--- src/rtl/csr_access_unit.sv ---
// csr_access_unit
//   Initiator side of the CSR read/write port. Executes one Zicsr instruction
//   (CSRRW/CSRRS/CSRRC and their immediate forms) per accepted request: reads
//   the old CSR value, computes the read-modify-write value, writes it back and
//   returns the old value for rd.
//
//   Handshakes: a transfer happens on any rising CLK edge where valid and ready
//   are both high. The initiator holds valid and its payload stable until that
//   edge. It does not wait for ready before raising valid. The request side
//   (req_valid/req_ready) and the response side (rsp_valid/rsp_ready) both
//   follow this rule. The csr_ren/csr_wen strobes are single-cycle commands
//   with no back-pressure.
//
//   Ports
//     CLK, RSTN      clock; asynchronous active-low reset
//     req_*          instruction request (funct3, addr, rs1 index/value, rd)
//     flush          kills a request still in READ (nothing written yet)
//     csr_ren/wen    read / write strobes toward the CSR file
//     csr_addr       registered CSR address
//     csr_wdata      registered write data
//     csr_rdata      combinational read data, valid while csr_ren is high
//     rsp_*          result: rd index, old CSR value, illegal flag
//     state_dbg      current FSM state (IDLE=0, READ=1, WRITE=2, RESP=3)
//
//   Timing: accept on cycle 0. csr_ren is high in cycle 1. csr_wen is high in
//   cycle 2. rsp_valid rises in cycle 3. An illegal request skips both strobe
//   cycles and goes straight to RESP.
module csr_access_unit #(
  parameter int XLEN     = 32,
  parameter int RO_CHECK = 1
) (
  input  logic            CLK,
  input  logic            RSTN,
  input  logic            req_valid,
  output logic            req_ready,
  input  logic [2:0]      req_funct3,
  input  logic [11:0]     req_addr,
  input  logic [4:0]      req_rs1_idx,
  input  logic [XLEN-1:0] req_rs1_val,
  input  logic [4:0]      req_rd,
  input  logic            flush,
  output logic            csr_ren,
  output logic            csr_wen,
  output logic [11:0]     csr_addr,
  output logic [XLEN-1:0] csr_wdata,
  input  logic [XLEN-1:0] csr_rdata,
  output logic            rsp_valid,
  input  logic            rsp_ready,
  output logic [4:0]      rsp_rd,
  output logic [XLEN-1:0] rsp_data,
  output logic            rsp_illegal,
  output logic [1:0]      state_dbg
);

  typedef enum logic [1:0] {
    IDLE  = 2'd0,
    READ  = 2'd1,
    WRITE = 2'd2,
    RESP  = 2'd3
  } state_t;

  state_t state, state_n;

  // Fields captured at accept
  logic [2:0]      f3_q;
  logic [4:0]      rs1_idx_q;
  logic [XLEN-1:0] rs1_val_q;
  logic [4:0]      rd_q;
  logic            wr_sup_q;
  logic            rd_sup_q;
  logic [XLEN-1:0] old_q;

  // Decode of the incoming request
  logic accept;
  logic req_rd_sup;
  logic req_wr_sup;
  logic req_illegal;

  assign accept     = req_valid && req_ready;
  // CSRRW/CSRRWI with rd==x0 must not read (no read side effects).
  assign req_rd_sup = (req_funct3[1:0] == 2'b01) && (req_rd == 5'd0);
  // Set/clear forms with rs1/uimm==0 must not write.
  assign req_wr_sup = req_funct3[1] && (req_rs1_idx == 5'd0);
  // A set/clear that will not write may still read read-only space.
  assign req_illegal = (req_funct3[1:0] == 2'b00) ||
                       ((RO_CHECK != 0) && (req_addr[11:10] == 2'b11) && !req_wr_sup);

  // Read-modify-write datapath, evaluated during READ while csr_rdata is valid
  logic [XLEN-1:0] operand;
  logic [XLEN-1:0] old_val;
  logic [XLEN-1:0] new_val;

  always_comb begin
    operand = rs1_val_q;
    if (f3_q[2]) begin
      operand = {{(XLEN-5){1'b0}}, rs1_idx_q};
    end
    old_val = rd_sup_q ? '0 : csr_rdata;
    new_val = operand;
    case (f3_q[1:0])
      2'b10:   new_val = old_val | operand;
      2'b11:   new_val = old_val & ~operand;
      default: new_val = operand;
    endcase
  end

  // Next-state logic
  always_comb begin
    state_n = state;
    case (state)
      IDLE: begin
        if (accept) begin
          state_n = req_illegal ? RESP : READ;
        end
      end
      READ: begin
        // Nothing committed yet, so a flush simply drops the request.
        state_n = flush ? IDLE : WRITE;
      end
      WRITE: begin
        state_n = RESP;
      end
      RESP: begin
        if (rsp_ready) begin
          state_n = IDLE;
        end
      end
      default: state_n = IDLE;
    endcase
  end

  always_ff @(posedge CLK or negedge RSTN) begin
    if (!RSTN) begin
      state <= IDLE;
    end else begin
      state <= state_n;
    end
  end

  // Registered outputs and captured request fields
  always_ff @(posedge CLK or negedge RSTN) begin
    if (!RSTN) begin
      req_ready   <= 1'b1;
      csr_ren     <= 1'b0;
      csr_wen     <= 1'b0;
      csr_addr    <= '0;
      csr_wdata   <= '0;
      rsp_valid   <= 1'b0;
      rsp_rd      <= '0;
      rsp_data    <= '0;
      rsp_illegal <= 1'b0;
      f3_q        <= '0;
      rs1_idx_q   <= '0;
      rs1_val_q   <= '0;
      rd_q        <= '0;
      wr_sup_q    <= 1'b0;
      rd_sup_q    <= 1'b0;
      old_q       <= '0;
    end else begin
      req_ready <= (state_n == IDLE);
      rsp_valid <= (state_n == RESP);
      csr_ren   <= (state == IDLE) && (state_n == READ) && !req_rd_sup;
      csr_wen   <= (state == READ) && (state_n == WRITE) && !wr_sup_q;

      if (accept) begin
        f3_q      <= req_funct3;
        rs1_idx_q <= req_rs1_idx;
        rs1_val_q <= req_rs1_val;
        rd_q      <= req_rd;
        wr_sup_q  <= req_wr_sup;
        rd_sup_q  <= req_rd_sup;
        csr_addr  <= req_addr;
      end

      if ((state == READ) && !flush) begin
        old_q     <= old_val;
        csr_wdata <= new_val;
      end

      if ((state == IDLE) && (state_n == RESP)) begin
        rsp_rd      <= '0;
        rsp_data    <= '0;
        rsp_illegal <= 1'b1;
      end else if (state == WRITE) begin
        rsp_rd      <= rd_q;
        rsp_data    <= old_q;
        rsp_illegal <= 1'b0;
      end
    end
  end

  assign state_dbg = state;

endmodule
--- config.mk ---
export PLATFORM = sky130hd
export DESIGN_NAME = csr_access_unit
export DESIGN_NICKNAME = d
export VERILOG_FILES = /design/src/rtl/csr_access_unit.sv
export SDC_FILE = /design/constraint.sdc
export NUM_CORES = 1
export LEC_CHECK = 0
export ABC_AREA = 1
export CAP_MARGIN = 20
export CORE_MARGIN = 2
export CORE_UTILIZATION = 49
export CTS_BUF_LIST = sky130_fd_sc_hd__clkbuf_16
export DETAILED_ROUTE_END_ITERATION = 12
export PLACE_DENSITY = 0.8
export SLEW_MARGIN = 20
export SYNTH_ARGS = -nofsm -noshare
export SYNTH_HDL_FRONTEND = slang
export SYNTH_SLANG_ARGS = --single-unit
export TNS_END_PERCENT = 10
--- constraint.sdc ---
create_clock -name CLK -period 1.4 [get_ports CLK]
set_input_delay 0.42 -clock CLK [delete_from_list [all_inputs] [get_ports CLK]]
set_output_delay 0.42 -clock CLK [all_outputs]
set_load 0.005 [all_outputs]
==> results.sh, run 1 <==
export IMPL_status="finished with violations"
export IMPL_violations="negative setup slack"
export IMPL_routedWlPerCell_um=16.02
export IMPL_synth_nets=942
export IMPL_yosys_area_top_type="dfrtp_1"
export IMPL_pwr_density_cell_nw_per_um2=2087
export IMPL_ys_top_cells_by_area="dfrtp_1 58%, nand2_1 19%, inv_1 3.2%, nand3_1 2.9%, o21ai_0 2.8%"
export IMPL_endpoint_kind="output pin"
export IMPL_fin_util_pct=70.22
export IMPL_io_pins=182
export IMPL_dp_cells=1218
export IMPL_rsz0062_at_grt="true"
export IMPL_power_mw=21.22
export IMPL_first_pass_iters=5
export IMPL_via_count=6639
export IMPL_synth_distinct_cells=29
export IMPL_worstReg2RegStart="req_ready"
export IMPL_die_width_um=125.4
export IMPL_synthesis_area_sq_um=7221
export IMPL_grt_usage_pct=25.59
export IMPL_syn2layout_area_growth_pct=40.81
export IMPL_fmax_mhz=661.0
export IMPL_layout_drive_gt1_share_pct=22.66
export IMPL_irDropWorstVdd_v=0.001050
export IMPL_htree_levels=4
export IMPL_start_util_pct=49.87
export IMPL_yosysWarnings=0
export IMPL_syn_avg_cell_area_sq_um=8.515
export IMPL_setup_slack_ps=-112.9
export IMPL_startpoint_type="register"
export IMPL_cp_depth=1
export IMPL_core_sq_um=14480
export IMPL_critical_path_top_delay_family="flip-flops"
export IMPL_cp_arrival_ps=1090
export IMPL_path_cells="buf_2"
export IMPL_hold_viol=0
export IMPL_clk_pin_slew_ps=60
export IMPL_wirelength_um=20560
export IMPL_cts_tree="yes"
export IMPL_drcViolationCount=0
export IMPL_skew_ps=4.475
export IMPL_grt_max_degree=47
export IMPL_gp_congestion=0.8912
export IMPL_pre_cts_slack_ps=-418.2
export IMPL_worst_slew_pin_slew_ps=488.5
export IMPL_clock_latency_ps=420
export IMPL_setup_violations_final=60
export IMPL_place_hpwl_um=13810
export IMPL_cp_slowest_cell="dfstp_2"
export IMPL_setup_worst_path_start="req_ready"
export IMPL_hold_ws_ps=398.3
export IMPL_path_buf_inv=1
export IMPL_grt_pass1_vias=6244
export IMPL_ctsLongestPathBuffers=2
export IMPL_fin_crit_sh_pct=108.1
export IMPL_slew_headroom_pct=67.43
export IMPL_cts_buffers=17
export IMPL_slew_viol_final=0
export IMPL_whs_path_depth=4
export IMPL_final_common_cell="nand2_1"
export IMPL_required_ps=980
export IMPL_hold_start="req_rs1_idx[0]"
export IMPL_r2r_cells=9
export IMPL_synthCells=848
export IMPL_final_cells=1284
export IMPL_die_area_sq_um=15720
export IMPL_cts_root_buf="clkbuf_16"
export IMPL_drv_cap=0
export IMPL_synth_seq_cells=167
export IMPL_layout_min_cycle_time_ps=1513
export IMPL_postLayoutCellArea_sq_um=10170
export IMPL_cts_sinks=167
export IMPL_critical_path_class="register to output pin"
export IMPL_final_cell_mix="360 x nand2_1, 165 x dfrtp_1, 90 x clkdlybuf4s50_1, 66 x clkbuf_2"
export IMPL_p_leak_nw=5.430
export IMPL_ys_seq_area_share_pct=57.89
export IMPL_io_buffers=181
export IMPL_grt_overflow=0
export IMPL_critPathMaxStageDelay_ps=550
export IMPL_drt_iter0_markers=564
export IMPL_synth_top_cell_area_share_pct=57.53
export IMPL_placed_area_sq_um=9505
export IMPL_rows=44
export IMPL_grt_pass1_wl_um=31600
export IMPL_crit_fanout=2
export IMPL_final_nets=1180
export IMPL_antenna_found_initial=1
export IMPL_hp_class="input port to register"
export IMPL_die_h_um=125.4
export IMPL_avgViaCountPerCell=5.171
export IMPL_tns_ps=-3186
export IMPL_ant_nets=0
metal layers:
layer | global-route usage, % | up-vias | part of all wire, %
met5 | 0 | - | 0
met4 | 15.36 | 0 | 5.2
met3 | 4.835 | 75 | 5.4
met2 | 39.77 | 260 | 48
met1 | 33.62 | 3141 | 41
li1 | - | 3163 | -
cell type report:
type / instances / area (sq um)
timing repair buffer: 268 / 2312
clock inverter: 15 / 143.9
fill: 1105 / 4312
sequential: 167 / 4182
antenna: 1 / 2.502
clock buffer: 17 / 425.4
tap: 184 / 230.2
multi-input combinational: 565 / 2606
inverter: 67 / 265.3
kinds of logic after synthesis:
family,count (synthesis),synth area share [%]
compound gates,113,8.681
flops,167,57.89
buf+inv,116,8.283
simple gates,452,25.14
flip-flops by register name, summed over array words and instances, names as in the netlist, 2 cells and up:
signal     flops
csr_wdata     32
old_q         32
rs1_val_q     32
rsp_data      32
csr_addr      12
rd_q           5
rs1_idx_q      5
rsp_rd         5
f3_q           3
state_dbg      2
timing repair:
item | in CTS | in global routing
hold endpoints to repair | 24 | 0
pin swaps | 0 | 28
hold buffers | 1 | 0
resized for setup | 226 | 127
setup endpoints to repair | 126 | 170
cloned | 0 | 5
buffers inserted | 22 | 5
power by group:
part	leakage, nW	internal, mW	total (mW)	switching (mW)
combinational	3.06	3.75	8.48	4.73
clock	0.286	2.74	4.54	1.80
sequential	2.08	6.96	8.20	1.24
total	5.43	13.5	21.2	7.76
worst min-delay path: stages:
cell	delay [ps]
dlymetal6s2s_1	130
buf_4	120
nand2_1	40
o21ai_0	70
worst paths after layout:
check                                     to  slack (ps)
worst max-delay path               req_ready        -110
worst min-delay path            rs1_idx_q[0]         400
worst max register to register  rsp_data[28]         -90
worst min register to register       csr_wen         430
max in group asynchronous       rsp_data[22]         410
min in group asynchronous        csr_addr[5]         450
Yosys cell counts (all sizes together):
library cell and number:
o22ai 6, inv 66, nand4 1, clkbuf 12, o21ai 55, nand2 372, dfstp 1, a31oi 21
o211ai 2, buf 37, o311ai 6, a21oi 23, nor2 35, dfrtp 166, clkinv 1, nor3 1
nand3 43
Power figures use the tool's default switching activity.
==> run 2, diff against run 1 <==
Settings changed: CORE_MARGIN 2 to 4, CORE_UTILIZATION 49 to 51, CTS_BUF_LIST sky130_fd_sc_hd__clkbuf_16 to sky130_fd_sc_hd__clkbuf_4, PLACE_DENSITY 0.8 to 0.83.
==> run 2 against run 1 <==
The run still ends with negative setup slack left. Routed wire length decreased by 5.1%. Critical path type unchanged. Register-to-register slack worse by 70 ps. Clock-buffer cell count grew 1. Sequential cell count did not move. Hold slack got worse by 110 ps.
==> results.sh, run 2 (synthesized netlist as in run 1, its figures left out) <==
export IMPL_violations="negative setup slack"
export IMPL_avgViaCountPerCell=5.056
export IMPL_final_common_cell="nand2_1"
export IMPL_first_pass_iters=5
export IMPL_die_h_um=127.0
export IMPL_p_leak_nw=5.242
export IMPL_die_width_um=127.0
export IMPL_antenna_found_initial=1
export IMPL_ctsLongestPathBuffers=2
export IMPL_skew_ps=15.82
export IMPL_place_hpwl_um=14160
export IMPL_irDropWorstVdd_v=0.001263
export IMPL_drcViolationCount=0
export IMPL_io_pins=182
export IMPL_grt_overflow=0
export IMPL_required_ps=980
export IMPL_tns_ps=-15220
export IMPL_slew_viol_final=0
export IMPL_critical_path_top_delay_family="flip-flops"
export IMPL_grt_usage_pct=24.96
export IMPL_fmax_mhz=599.3
export IMPL_placed_area_sq_um=9505
export IMPL_fillCellCount=1097
export IMPL_worst_slew_pin_slew_ps=484.9
export IMPL_rsz0062_at_grt="true"
export IMPL_dp_cells=1213
export IMPL_endpoint_kind="output pin"
export IMPL_fin_crit_sh_pct=119.2
export IMPL_slew_headroom_pct=67.68
export IMPL_hold_viol=0
export IMPL_cts_sinks=167
export IMPL_layout_drive_gt1_share_pct=21.36
export IMPL_grt_max_degree=46
export IMPL_critical_path_class="register to output pin"
export IMPL_postLayoutCellArea_sq_um=9752
export IMPL_die_area_sq_um=16130
export IMPL_setup_violations_final=143
export IMPL_startpoint_type="register"
export IMPL_multi_input_area_sq_um=2491
export IMPL_path_cells="buf_2"
export IMPL_ant_nets=0
export IMPL_grt_pass1_wl_um=31600
export IMPL_setup_slack_ps=-268.5
export IMPL_clk_pin_slew_ps=130
export IMPL_syn2layout_area_growth_pct=35.05
export IMPL_status="finished with violations"
export IMPL_path_buf_inv=1
export IMPL_cp_slowest_cell="dfstp_2"
export IMPL_pwr_density_cell_nw_per_um2=1971
export IMPL_grt_pass1_vias=6232
export IMPL_wirelength_um=19510
export IMPL_final_nets=1181
export IMPL_htree_levels=4
export IMPL_crit_fanout=2
export IMPL_final_cell_mix="358 x nand2_1, 165 x dfrtp_1, 92 x clkdlybuf4s50_1, 65 x buf_4, 61 x inv_1"
export IMPL_start_util_pct=52.02
export IMPL_cp_arrival_ps=1250
export IMPL_core_sq_um=13880
export IMPL_final_cells=1281
export IMPL_gp_congestion=0.9066
export IMPL_cts_tree="yes"
export IMPL_routedWlPerCell_um=15.23
export IMPL_clock_latency_ps=580
export IMPL_pre_cts_slack_ps=-445.5
export IMPL_cts_buffers=17
export IMPL_drt_iter0_markers=527
export IMPL_drv_cap=0
export IMPL_cts_root_buf="clkbuf_4"
export IMPL_rows=43
export IMPL_hp_class="input port to async pin"
export IMPL_layout_min_cycle_time_ps=1669
export IMPL_fin_util_pct=70.25
export IMPL_via_count=6477
export IMPL_regArea_sq_um=4182
export IMPL_io_buffers=181
export IMPL_critPathMaxStageDelay_ps=560
run 2: final timing paths:
path,depth (start not counted),to,startpoint,slack (ps)
max,1,req_ready,req_ready,-270
min,2,csr_addr[11],RSTN,280
max reg2reg,10,rsp_data[4],req_ready,-160
min reg2reg,1,csr_wen,wr_sup_q,450
max in group asynchronous,3,csr_wdata[21],RSTN,610
min in group CLK,3,csr_addr[3],req_addr[3],350
run 2: per-stage QoR:
step | hold WS, ps | power (mW)
floorplan | 124.4 | 12.35
global placement | 337.5 | 16.10
detailed placement | 337.1 | 16.39
CTS | 259.4 | 19.37
global route | 280.7 | 20.71
finish | 284.2 | 19.22
run 2: cell type report:
cell class | count | area share, %
Inverter | 67 | 2.707
Timing Repair Buffer | 269 | 23.29
Antenna cell | 1 | 0.02566
Sequential cell | 167 | 42.88
Tap cell | 180 | 2.309
Clock buffer | 18 | 1.386
Multi-Input combinational cell | 565 | 25.55
Clock inverter | 14 | 1.860
run 2: report_power, final:
| part | switching (mW) | internal, mW | total, mW |
|---|---|---|---|
| clock | 1.64 | 1.42 | 3.06 |
| sequential | 1.16 | 6.93 | 8.08 |
| combinational | 4.45 | 3.64 | 8.08 |
| total | 7.25 | 12.0 | 19.2 |
run 2: what timing repair did:
item | in CTS | in global routing
setup buffers | 31 | 3
pin swaps | 3 | 5
resized for setup | 275 | 71
hold buffers | 1 | 0
endpoints found under the hold margin | 43 | 0
setup endpoints to repair | 162 | 195
run 2: per-layer routing:
layer	GRT usage [%]	share of wire (%)	vias up
met1	33.62	43	3056
met2	38.85	47	220
met5	0	0	-
li1	-	-	3154
met4	11.86	3.7	0
met3	5.393	6.1	47
